--- src/rtl/data_cache_pkg.sv ---
// cache_pkg: shared FSM state type, address-geometry helpers and field extraction for data_cache.
`default_nettype none

package cache_pkg;

  typedef enum logic [1:0] {
    IDLE   = 2'd0,
    REFILL = 2'd1,
    WRITE  = 2'd2
  } cache_state_e;

  function automatic int byte_off_bits(input int data_w);
    return $clog2(data_w / 8);
  endfunction

  function automatic int word_off_bits(input int words_per_line);
    return $clog2(words_per_line);
  endfunction

  function automatic int index_bits(input int lines);
    return $clog2(lines);
  endfunction

  function automatic int tag_bits(input int addr_w, input int data_w,
                                  input int lines, input int words_per_line);
    return addr_w - byte_off_bits(data_w) - word_off_bits(words_per_line) - index_bits(lines);
  endfunction

  // Storage widths must stay >= 1 even when a field collapses to zero bits.
  function automatic int min1(input int w);
    return (w < 1) ? 1 : w;
  endfunction

  localparam int DEF_TAG_W   = tag_bits(32, 32, 16, 4);
  localparam int DEF_INDEX_W = index_bits(16);
  localparam int DEF_WORD_W  = word_off_bits(4);

  function automatic logic [63:0] addr_field(input logic [63:0] addr, input int lsb, input int width);
    logic [63:0] mask;
    mask = (width >= 64) ? {64{1'b1}} : ((64'd1 << width) - 64'd1);
    return (addr >> lsb) & mask;
  endfunction

endpackage

`default_nettype wire

--- src/rtl/data_cache_if.sv ---
// data_cache_if: CPU request/response and backing-store handshake signals of data_cache.
`default_nettype none

interface data_cache_if #(
  parameter int ADDR_W = 32,
  parameter int DATA_W = 32
);
  logic [ADDR_W-1:0] address;
  logic [DATA_W-1:0] writeData;
  logic              memWrite;
  logic              memRead;
  logic [DATA_W-1:0] readData;
  logic              stall;
  logic [ADDR_W-1:0] mem_addr;
  logic [DATA_W-1:0] mem_wdata;
  logic              mem_read;
  logic              mem_write;
  logic [DATA_W-1:0] mem_rdata;
  logic              mem_ready;

  modport master (
    output address, writeData, memWrite, memRead, mem_rdata, mem_ready,
    input  readData, stall, mem_addr, mem_wdata, mem_read, mem_write
  );

  modport slave (
    input  address, writeData, memWrite, memRead, mem_rdata, mem_ready,
    output readData, stall, mem_addr, mem_wdata, mem_read, mem_write
  );
endinterface

`default_nettype wire

--- src/rtl/cache_line_array.sv ---
// cache_line_array: valid/tag/data storage with a combinational read port and one synchronous write port.
`default_nettype none

module cache_line_array #(
  parameter int LINES          = 16,
  parameter int WORDS_PER_LINE = 4,
  parameter int DATA_W         = 32,
  parameter int TAG_W          = 26,
  parameter int IDX_W          = 4,
  parameter int WRD_W          = 2
) (
  input  wire logic              clk,
  input  wire logic              rst,
  input  wire logic [IDX_W-1:0]  i_rd_index,
  input  wire logic [WRD_W-1:0]  i_rd_word,
  output logic      [TAG_W-1:0]  o_rd_tag,
  output logic                   o_rd_valid,
  output logic      [DATA_W-1:0] o_rd_word,
  input  wire logic              i_wr_en,
  input  wire logic [IDX_W-1:0]  i_wr_index,
  input  wire logic [WRD_W-1:0]  i_wr_word,
  input  wire logic [DATA_W-1:0] i_wr_data,
  input  wire logic              i_set_en,
  input  wire logic [TAG_W-1:0]  i_set_tag
);

  logic [LINES-1:0]  r_valid;
  logic [TAG_W-1:0]  r_tag  [LINES];
  logic [DATA_W-1:0] r_data [LINES][WORDS_PER_LINE];

  assign o_rd_valid = r_valid[i_rd_index];
  assign o_rd_tag   = r_tag[i_rd_index];
  assign o_rd_word  = r_data[i_rd_index][i_rd_word];

  always_ff @(posedge clk or posedge rst) begin
    if (rst) begin
      r_valid <= '0;
    end else if (i_set_en) begin
      r_valid[i_wr_index] <= 1'b1;
    end
  end

  // Tags and data are deliberately left unreset; the valid bits guard them.
  always_ff @(posedge clk) begin
    if (i_set_en) begin
      r_tag[i_wr_index] <= i_set_tag;
    end
    if (i_wr_en) begin
      r_data[i_wr_index][i_wr_word] <= i_wr_data;
    end
  end

endmodule

`default_nettype wire

--- src/rtl/data_cache.sv ---
// data_cache: direct-mapped write-through, no-write-allocate cache with a word-wide request/ready memory port.
// Optional hit/miss statistics outputs are enabled by defining CACHE_STATS_EN.
`default_nettype none

module data_cache
  import cache_pkg::*;
#(
  parameter int ADDR_W         = 32,
  parameter int DATA_W         = 32,
  parameter int LINES          = 16,
  parameter int WORDS_PER_LINE = 4
) (
  input  wire logic        clk,
  input  wire logic        rst,
  data_cache_if.slave      bus
`ifdef CACHE_STATS_EN
  ,
  output logic [31:0]      hit_count,
  output logic [31:0]      miss_count
`endif
);

  localparam int c_BYTE_BITS  = byte_off_bits(DATA_W);
  localparam int c_WORD_BITS  = word_off_bits(WORDS_PER_LINE);
  localparam int c_INDEX_BITS = index_bits(LINES);
  localparam int c_TAG_W      = tag_bits(ADDR_W, DATA_W, LINES, WORDS_PER_LINE);
  localparam int c_WORD_LSB   = c_BYTE_BITS;
  localparam int c_INDEX_LSB  = c_BYTE_BITS + c_WORD_BITS;
  localparam int c_TAG_LSB    = c_INDEX_LSB + c_INDEX_BITS;
  localparam int c_IDX_W      = min1(c_INDEX_BITS);
  localparam int c_WRD_W      = min1(c_WORD_BITS);
  localparam logic [c_WRD_W-1:0] c_LAST_BEAT = c_WRD_W'(WORDS_PER_LINE - 1);
  localparam logic [ADDR_W-1:0]  c_LINE_MASK = ADDR_W'((64'd1 << c_INDEX_LSB) - 64'd1);

  cache_state_e        r_state;
  cache_state_e        w_next;
  logic [c_WRD_W-1:0]  r_beat;
  logic                r_done;
  logic [ADDR_W-1:0]   r_addr;
  logic [DATA_W-1:0]   r_wdata;

  logic [c_TAG_W-1:0]  w_tag;
  logic [c_IDX_W-1:0]  w_index;
  logic [c_WRD_W-1:0]  w_word;
  logic [c_TAG_W-1:0]  w_r_tag;
  logic [c_IDX_W-1:0]  w_r_index;
  logic [ADDR_W-1:0]   w_line_base;

  logic                w_load;
  logic                w_store;
  logic                w_req;
  logic                w_hit;
  logic                w_idle_active;
  logic                w_hit_evt;
  logic                w_last_beat;
  logic                w_capture;

  logic [c_TAG_W-1:0]  w_rd_tag;
  logic                w_rd_valid;
  logic [DATA_W-1:0]   w_rd_word;
  logic                w_arr_we;
  logic                w_arr_set;
  logic [c_IDX_W-1:0]  w_arr_idx;
  logic [c_WRD_W-1:0]  w_arr_word;
  logic [DATA_W-1:0]   w_arr_data;

  assign w_tag     = c_TAG_W'(addr_field(64'(bus.address), c_TAG_LSB, c_TAG_W));
  assign w_index   = c_IDX_W'(addr_field(64'(bus.address), c_INDEX_LSB, c_INDEX_BITS));
  assign w_word    = c_WRD_W'(addr_field(64'(bus.address), c_WORD_LSB, c_WORD_BITS));
  assign w_r_tag   = c_TAG_W'(addr_field(64'(r_addr), c_TAG_LSB, c_TAG_W));
  assign w_r_index = c_IDX_W'(addr_field(64'(r_addr), c_INDEX_LSB, c_INDEX_BITS));
  assign w_line_base = r_addr & ~c_LINE_MASK;

  // A simultaneous read+write request is a store only.
  assign w_store       = bus.memWrite;
  assign w_load        = bus.memRead & ~bus.memWrite;
  assign w_req         = bus.memRead | bus.memWrite;
  assign w_hit         = w_rd_valid && (w_rd_tag == w_tag);
  assign w_idle_active = (r_state == IDLE) && !r_done;
  assign w_hit_evt     = w_idle_active && w_load && w_hit;
  assign w_last_beat   = (r_beat == c_LAST_BEAT);

  cache_line_array #(
    .LINES          (LINES),
    .WORDS_PER_LINE (WORDS_PER_LINE),
    .DATA_W         (DATA_W),
    .TAG_W          (c_TAG_W),
    .IDX_W          (c_IDX_W),
    .WRD_W          (c_WRD_W)
  ) u_array (
    .clk        (clk),
    .rst        (rst),
    .i_rd_index (w_index),
    .i_rd_word  (w_word),
    .o_rd_tag   (w_rd_tag),
    .o_rd_valid (w_rd_valid),
    .o_rd_word  (w_rd_word),
    .i_wr_en    (w_arr_we),
    .i_wr_index (w_arr_idx),
    .i_wr_word  (w_arr_word),
    .i_wr_data  (w_arr_data),
    .i_set_en   (w_arr_set),
    .i_set_tag  (w_r_tag)
  );

  always_ff @(posedge clk or posedge rst) begin
    if (rst) begin
      r_state <= IDLE;
    end else begin
      r_state <= w_next;
    end
  end

  always_comb begin
    w_next     = r_state;
    w_capture  = 1'b0;
    w_arr_we   = 1'b0;
    w_arr_set  = 1'b0;
    w_arr_idx  = w_index;
    w_arr_word = w_word;
    w_arr_data = bus.writeData;
    case (r_state)
      IDLE: begin
        // The completion cycle after a write accepts no new request.
        if (!r_done) begin
          if (w_store) begin
            w_next    = WRITE;
            w_capture = 1'b1;
            w_arr_we  = w_hit;
          end else if (w_load && !w_hit) begin
            w_next    = REFILL;
            w_capture = 1'b1;
          end
        end
      end
      REFILL: begin
        if (bus.mem_ready) begin
          w_arr_we   = 1'b1;
          w_arr_idx  = w_r_index;
          w_arr_word = r_beat;
          w_arr_data = bus.mem_rdata;
          if (w_last_beat) begin
            w_arr_set = 1'b1;
            w_next    = IDLE;
          end
        end
      end
      WRITE: begin
        if (bus.mem_ready) begin
          w_next = IDLE;
        end
      end
      default: w_next = IDLE;
    endcase
  end

  always_ff @(posedge clk or posedge rst) begin
    if (rst) begin
      r_beat  <= '0;
      r_done  <= 1'b0;
      r_addr  <= '0;
      r_wdata <= '0;
    end else begin
      r_done <= (r_state == WRITE) && bus.mem_ready;
      if (w_capture) begin
        r_addr  <= bus.address;
        r_wdata <= bus.writeData;
        r_beat  <= '0;
      end else if ((r_state == REFILL) && bus.mem_ready) begin
        r_beat <= w_last_beat ? '0 : r_beat + 1'b1;
      end
    end
  end

  assign bus.stall     = w_req && !w_hit_evt && !r_done;
  assign bus.readData  = w_hit_evt ? w_rd_word : '0;
  assign bus.mem_read  = (r_state == REFILL);
  assign bus.mem_write = (r_state == WRITE);
  assign bus.mem_wdata = (r_state == WRITE) ? r_wdata : '0;

  always_comb begin
    bus.mem_addr = '0;
    if (r_state == REFILL) begin
      bus.mem_addr = w_line_base | (ADDR_W'(r_beat) << c_BYTE_BITS);
    end else if (r_state == WRITE) begin
      bus.mem_addr = r_addr;
    end
  end

`ifdef CACHE_STATS_EN
  logic w_miss_evt;
  assign w_miss_evt = w_idle_active && w_load && !w_hit;

  always_ff @(posedge clk or posedge rst) begin
    if (rst) begin
      hit_count  <= '0;
      miss_count <= '0;
    end else begin
      if (w_hit_evt && (hit_count != '1)) begin
        hit_count <= hit_count + 32'd1;
      end
      if (w_miss_evt && (miss_count != '1)) begin
        miss_count <= miss_count + 32'd1;
      end
    end
  end
`endif

endmodule

`default_nettype wire

--- src/flat_wrapper.sv ---
// flat-port wrapper written by rule: the top's interface ports become plain ports
module data_cache_flat import cache_pkg::*;
#(
  parameter int ADDR_W         = 32,
  parameter int DATA_W         = 32,
  parameter int LINES          = 16,
  parameter int WORDS_PER_LINE = 4
)
  (clk, rst, bus_address, bus_writeData, bus_memWrite, bus_memRead, bus_mem_rdata, bus_mem_ready, bus_readData, bus_stall, bus_mem_addr, bus_mem_wdata, bus_mem_read, bus_mem_write);
  data_cache_if #(.ADDR_W(ADDR_W), .DATA_W(DATA_W)) bus_i ();
  input  wire logic clk;
  input  wire logic rst;
  input wire logic [$bits(bus_i.address)-1:0] bus_address;
  input wire logic [$bits(bus_i.writeData)-1:0] bus_writeData;
  input wire logic [$bits(bus_i.memWrite)-1:0] bus_memWrite;
  input wire logic [$bits(bus_i.memRead)-1:0] bus_memRead;
  input wire logic [$bits(bus_i.mem_rdata)-1:0] bus_mem_rdata;
  input wire logic [$bits(bus_i.mem_ready)-1:0] bus_mem_ready;
  output wire logic [$bits(bus_i.readData)-1:0] bus_readData;
  output wire logic [$bits(bus_i.stall)-1:0] bus_stall;
  output wire logic [$bits(bus_i.mem_addr)-1:0] bus_mem_addr;
  output wire logic [$bits(bus_i.mem_wdata)-1:0] bus_mem_wdata;
  output wire logic [$bits(bus_i.mem_read)-1:0] bus_mem_read;
  output wire logic [$bits(bus_i.mem_write)-1:0] bus_mem_write;
  assign bus_i.address = bus_address;
  assign bus_i.writeData = bus_writeData;
  assign bus_i.memWrite = bus_memWrite;
  assign bus_i.memRead = bus_memRead;
  assign bus_i.mem_rdata = bus_mem_rdata;
  assign bus_i.mem_ready = bus_mem_ready;
  assign bus_readData = bus_i.readData;
  assign bus_stall = bus_i.stall;
  assign bus_mem_addr = bus_i.mem_addr;
  assign bus_mem_wdata = bus_i.mem_wdata;
  assign bus_mem_read = bus_i.mem_read;
  assign bus_mem_write = bus_i.mem_write;
  data_cache #(.ADDR_W(ADDR_W), .DATA_W(DATA_W), .LINES(LINES), .WORDS_PER_LINE(WORDS_PER_LINE)) u_core (.clk(clk), .rst(rst), .bus(bus_i));
endmodule
--- config.mk ---
export PLATFORM = sky130hd
export DESIGN_NAME = data_cache_flat
export DESIGN_NICKNAME = d
export VERILOG_FILES = /design/src/rtl/data_cache_pkg.sv /design/src/rtl/data_cache_if.sv /design/src/rtl/cache_line_array.sv /design/src/rtl/data_cache.sv /design/src/flat_wrapper.sv
export SDC_FILE = /design/constraint.sdc
export NUM_CORES = 2
export LEC_CHECK = 0
export BUFFER_PORTS_ARGS = -buffer_cell sky130_fd_sc_hd__buf_2
export CAP_MARGIN = 30
export CORE_MARGIN = 2
export CORE_UTILIZATION = 25
export DETAILED_ROUTE_END_ITERATION = 8
export GPL_TIMING_DRIVEN = 0
export HOLD_SLACK_MARGIN = 0.1
export SLEW_MARGIN = 0
export SYNTH_ARGS = -nofsm -noshare
export SYNTH_HDL_FRONTEND = slang
export SYNTH_SLANG_ARGS = --single-unit
--- constraint.sdc ---
create_clock -name clk -period 5.7 [get_ports clk]
set_input_delay 0.57 -clock clk [delete_from_list [all_inputs] [get_ports clk]]
set_output_delay 0.57 -clock clk [all_outputs]
set_load 0.02 [all_outputs]
==> load_flow_metrics.sql <==
INSERT INTO impl_metrics (metric_group, metric, value, unit) VALUES
('outcome', 'status', 'finished with violations', ''),
('outcome', 'failing_checks', 'DRC, setup timing', ''),
('timing', 'postLayoutSetupSlackWorst', '-0.02104', 'ns'),
('critical_path', 'startpoint', 'bus_address[5]', ''),
('clocking', 'ctsLongestPathBuffers', '4', ''),
('clocking', 'clk-insertion-delay-late', '0.92', 'ns'),
('routing', 'detailedRoute.firstIterationViolations', '7427', ''),
('routing', 'vias_per_cell', '4.795', ''),
('global_route', 'first_pass_grt_wire_length', '397.6', 'mm'),
('cells_and_area', 'finish.utilization', '30.30', '%'),
('synthesis', 'post_synth_xor_area_fraction', '0.2226', '%'),
('power', 'internal-power', '33260', 'uW'),
('synthesis', 'dominantRegCellSynth', 'sky130_fd_sc_hd__edfxtp_1', ''),
('routing', 'wl_per_cell', '27.81', 'um'),
('timing', 'maxSlewHeadroom', '28.59', '%'),
('routing', 'drtAntennaViolNets', '0', ''),
('clocking', 'cts_sinks', '2517', ''),
('synthesis', 'yosys_warnings', '0', ''),
('synthesis', 'synth_cells', '4276', ''),
('floorplan', 'fp.coreArea', '392200', 'sq um'),
('synthesis', 'synth-seq-cells', '2517', ''),
('power', 'seqPwrFrac', '50.7', '%'),
('synthesis', 'netlist-cell-type-count', '64', ''),
('global_route', 'grt_usage', '14.09', '%'),
('routing', 'detailroute.via_count', '49830', ''),
('timing', 'setup_violations', '2', ''),
('timing', 'timing.final.crit_share', '100.4', '%'),
('place', 'final_gp_congestion', '0.8641', ''),
('cells_and_area', 'layout_common_cells', 'sky130_fd_sc_hd__edfxtp_1 (2432), sky130_fd_sc_hd__mux4_2 (740), sky130_fd_sc_hd__buf_2 (255)', ''),
('global_route', 'overflow', '0', ''),
('global_route', 'vias_in_the_first_global_route', '50160', ''),
('critical_path', 'required', '5.13', 'ns'),
('clocking', 'htree_num_levels', '4', ''),
('cells_and_area', 'final_common_cell', 'sky130_fd_sc_hd__edfxtp_1', ''),
('critical_path', 'reg2reg_from', 'u_core.u_array.r_tag[15][18]', ''),
('routing', 'detailedRoute.firstPassIterationCount', '9', ''),
('routing', 'wl', '289.0', 'mm'),
('flow_run', 'cap_viol_max_count', '0', ''),
('critical_path', 'max_stage_delay_on_crit_path', '0.68', 'ns'),
('synthesis', 'syn-mean-instance-area', '23.01', 'sq um'),
('clocking', 'post_cts.repair.setup_buffers', '0', ''),
('routing', 'route.detailed.drc', '1', ''),
('critical_path', 'slowest_stage', 'sky130_fd_sc_hd__clkbuf_1', ''),
('place', 'port-buffer-count', '193', ''),
('clocking', 'clkSlewWorstSetupHoldPaths', '0.06', 'ns'),
('synthesis', 'syn-num-nets', '4378', ''),
('synthesis', 'synth_area', '98370', 'sq um'),
('worst_hold_path', 'hp-class', 'in -> reg', ''),
('critical_path', 'worstPathMaxFanout', '10', ''),
('synthesis', 'synthAdderAreaFrac', '0.01272', '%'),
('critical_path', 'criticalPathCategory', 'in -> out', ''),
('timing', 'worstMarginPinSlew', '1.071', 'ns'),
('floorplan', 'die_y', '631.3', 'um'),
('timing', 'skew', '0.1068', 'ns'),
('power', 'power.leakage', '0.03713', 'uW'),
('timing', 'whs', '0.1646', 'ns'),
('place', 'dp_worst_setup_slack', '-1.633', 'ns'),
('critical_path', 'worst_path_dominant_cell_family', 'simple AND/OR/NAND/NOR gates', ''),
('critical_path', 'setup.worst_path.start_class', 'input port', ''),
('power', 'vdd.ir_drop.worst', '0.2598', 'mV'),
('power', 'netSwitchingFraction', '25.39', '%'),
('cells_and_area', 'drive_gt1_share', '34.09', '%'),
('synthesis', 'synth_sequential_area_ratio', '76.40', '%'),
('synthesis', 'postSynth.asyncResetShare', '3.377', '%'),
('power', 'clock_power_share', '37.1', '%'),
('place', 'place.detailed.hpwl', '198.5', 'mm'),
('synthesis', 'dominant_combinational_cell_family_by_area_after_synthesis', 'multiplexers', ''),
('place', 'numPlacedInstances', '9849', ''),
('power', 'p_per_area', '375.1', 'nW/um^2'),
('floorplan', 'floorplan.io_pins', '200', ''),
('power', 'power.combinational.fraction', '12.2', '%');
==> path summary, 6_finish.rpt <==
path | to | slack [ns] | cells past startpoint
min in group asynchronous | u_core.r_wdata[29] | 0.28 | 3
worst max-delay path | bus_readData[24] | -0.02 | 13
worst min register to register | u_core.u_array.r_valid[8] | 0.47 | 1
worst min-delay path | u_core.r_wdata[12] | 0.16 | 2
worst max register to register | u_core.u_array.r_data[0][72] | 0.66 | 10
max in group asynchronous | u_core.r_wdata[7] | 4.64 | 4
==> state kept, by name, indices dropped and copies added, names as in the netlist <==
name,count
u_core.u_array.r_tag,384
u_core.r_done,1
u_core.r_beat,2
u_core.r_wdata,32
u_core.u_array.r_data,2048
u_core.r_addr,32
u_core.r_state,2
u_core.u_array.r_valid,16
==> logic make-up after synthesis <==
group	after synthesis
buf+inv	260
mux	831
compound gates	223
fa+ha+maj	1
simple gates	419
flops	2517
xor+xnor	25
==> repair_timing <==
| action | 4_1_cts | 5_1_grt |
|---|---|---|
| endpoints found under the hold margin | 89 | 0 |
| resized for setup | 84 | 15 |
| hold buffers | 55 | 0 |
| endpoints found under the setup margin | 44 | 17 |
| pin swaps | 1 | 1 |
==> per-stage QoR <==
stage / TNS (ns) / cell area (sq um) / total power (uW)
after floorplan: 0 / 98370 / 25400
after global placement: -6053.77 / 105900 / 27800
after detailed placement: -958.76 / 109900 / 28310
after CTS: 0 / 118700 / 44750
after global routing: -0.0002549 / 118800 / 45770
final: -0.02641 / 118900 / 44580
==> layer usage <==
metal | track usage (%) | vias to the layer above | part of all wire, %
met5 | 0 | - | 0.016
met4 | 5.963 | 8 | 4.3
met3 | 2.522 | 465 | 9.4
met2 | 23.27 | 2845 | 48
met1 | 18.22 | 26810 | 38
li1 | - | 19700 | -
==> final cells by class <==
class | count | area [sq um]
Antenna cell | 41 | 102.6
Clock buffer | 293 | 6487
Multi-Input combinational cell | 1499 | 22850
Buffer | 250 | 1274
Clock inverter | 157 | 1655
Tap cell | 5220 | 6531
Fill cell | 37270 | 273400
Inverter | 6 | 25.02
Sequential cell | 2517 | 75160
Timing Repair Buffer | 409 | 4782
==> cells in the mapped netlist, types with 36 or more instances <==
| cell type | n | area share, % |
|---|---|---|
| sky130_fd_sc_hd__a221o_1 | 45 | 0.46 |
| sky130_fd_sc_hd__a22oi_1 | 36 | 0.27 |
| sky130_fd_sc_hd__a32o_1 | 64 | 0.65 |
| sky130_fd_sc_hd__and2_1 | 70 | 0.45 |
| sky130_fd_sc_hd__buf_2 | 60 | 0.31 |
| sky130_fd_sc_hd__clkbuf_1 | 150 | 0.57 |
| sky130_fd_sc_hd__dfrtp_1 | 85 | 2.2 |
| sky130_fd_sc_hd__edfxtp_1 | 2432 | 74 |
| sky130_fd_sc_hd__mux2i_1 | 90 | 0.92 |
| sky130_fd_sc_hd__mux4_2 | 740 | 17 |
| sky130_fd_sc_hd__nand2_1 | 135 | 0.52 |
| sky130_fd_sc_hd__nor2_1 | 58 | 0.22 |
| sky130_fd_sc_hd__nor2b_1 | 74 | 0.47 |
==> power groups by stage <==
stage	combinational, uW	clock, uW	sequential, uW
after floorplan	2790	0	22600
after global placement	4740	0	23100
after detailed placement	5370	0	22900
final	5430	16600	22600
after CTS	5430	16800	22500
after global routing	5700	17500	22600
No activity file was read; power rests on OpenSTA's default activity.
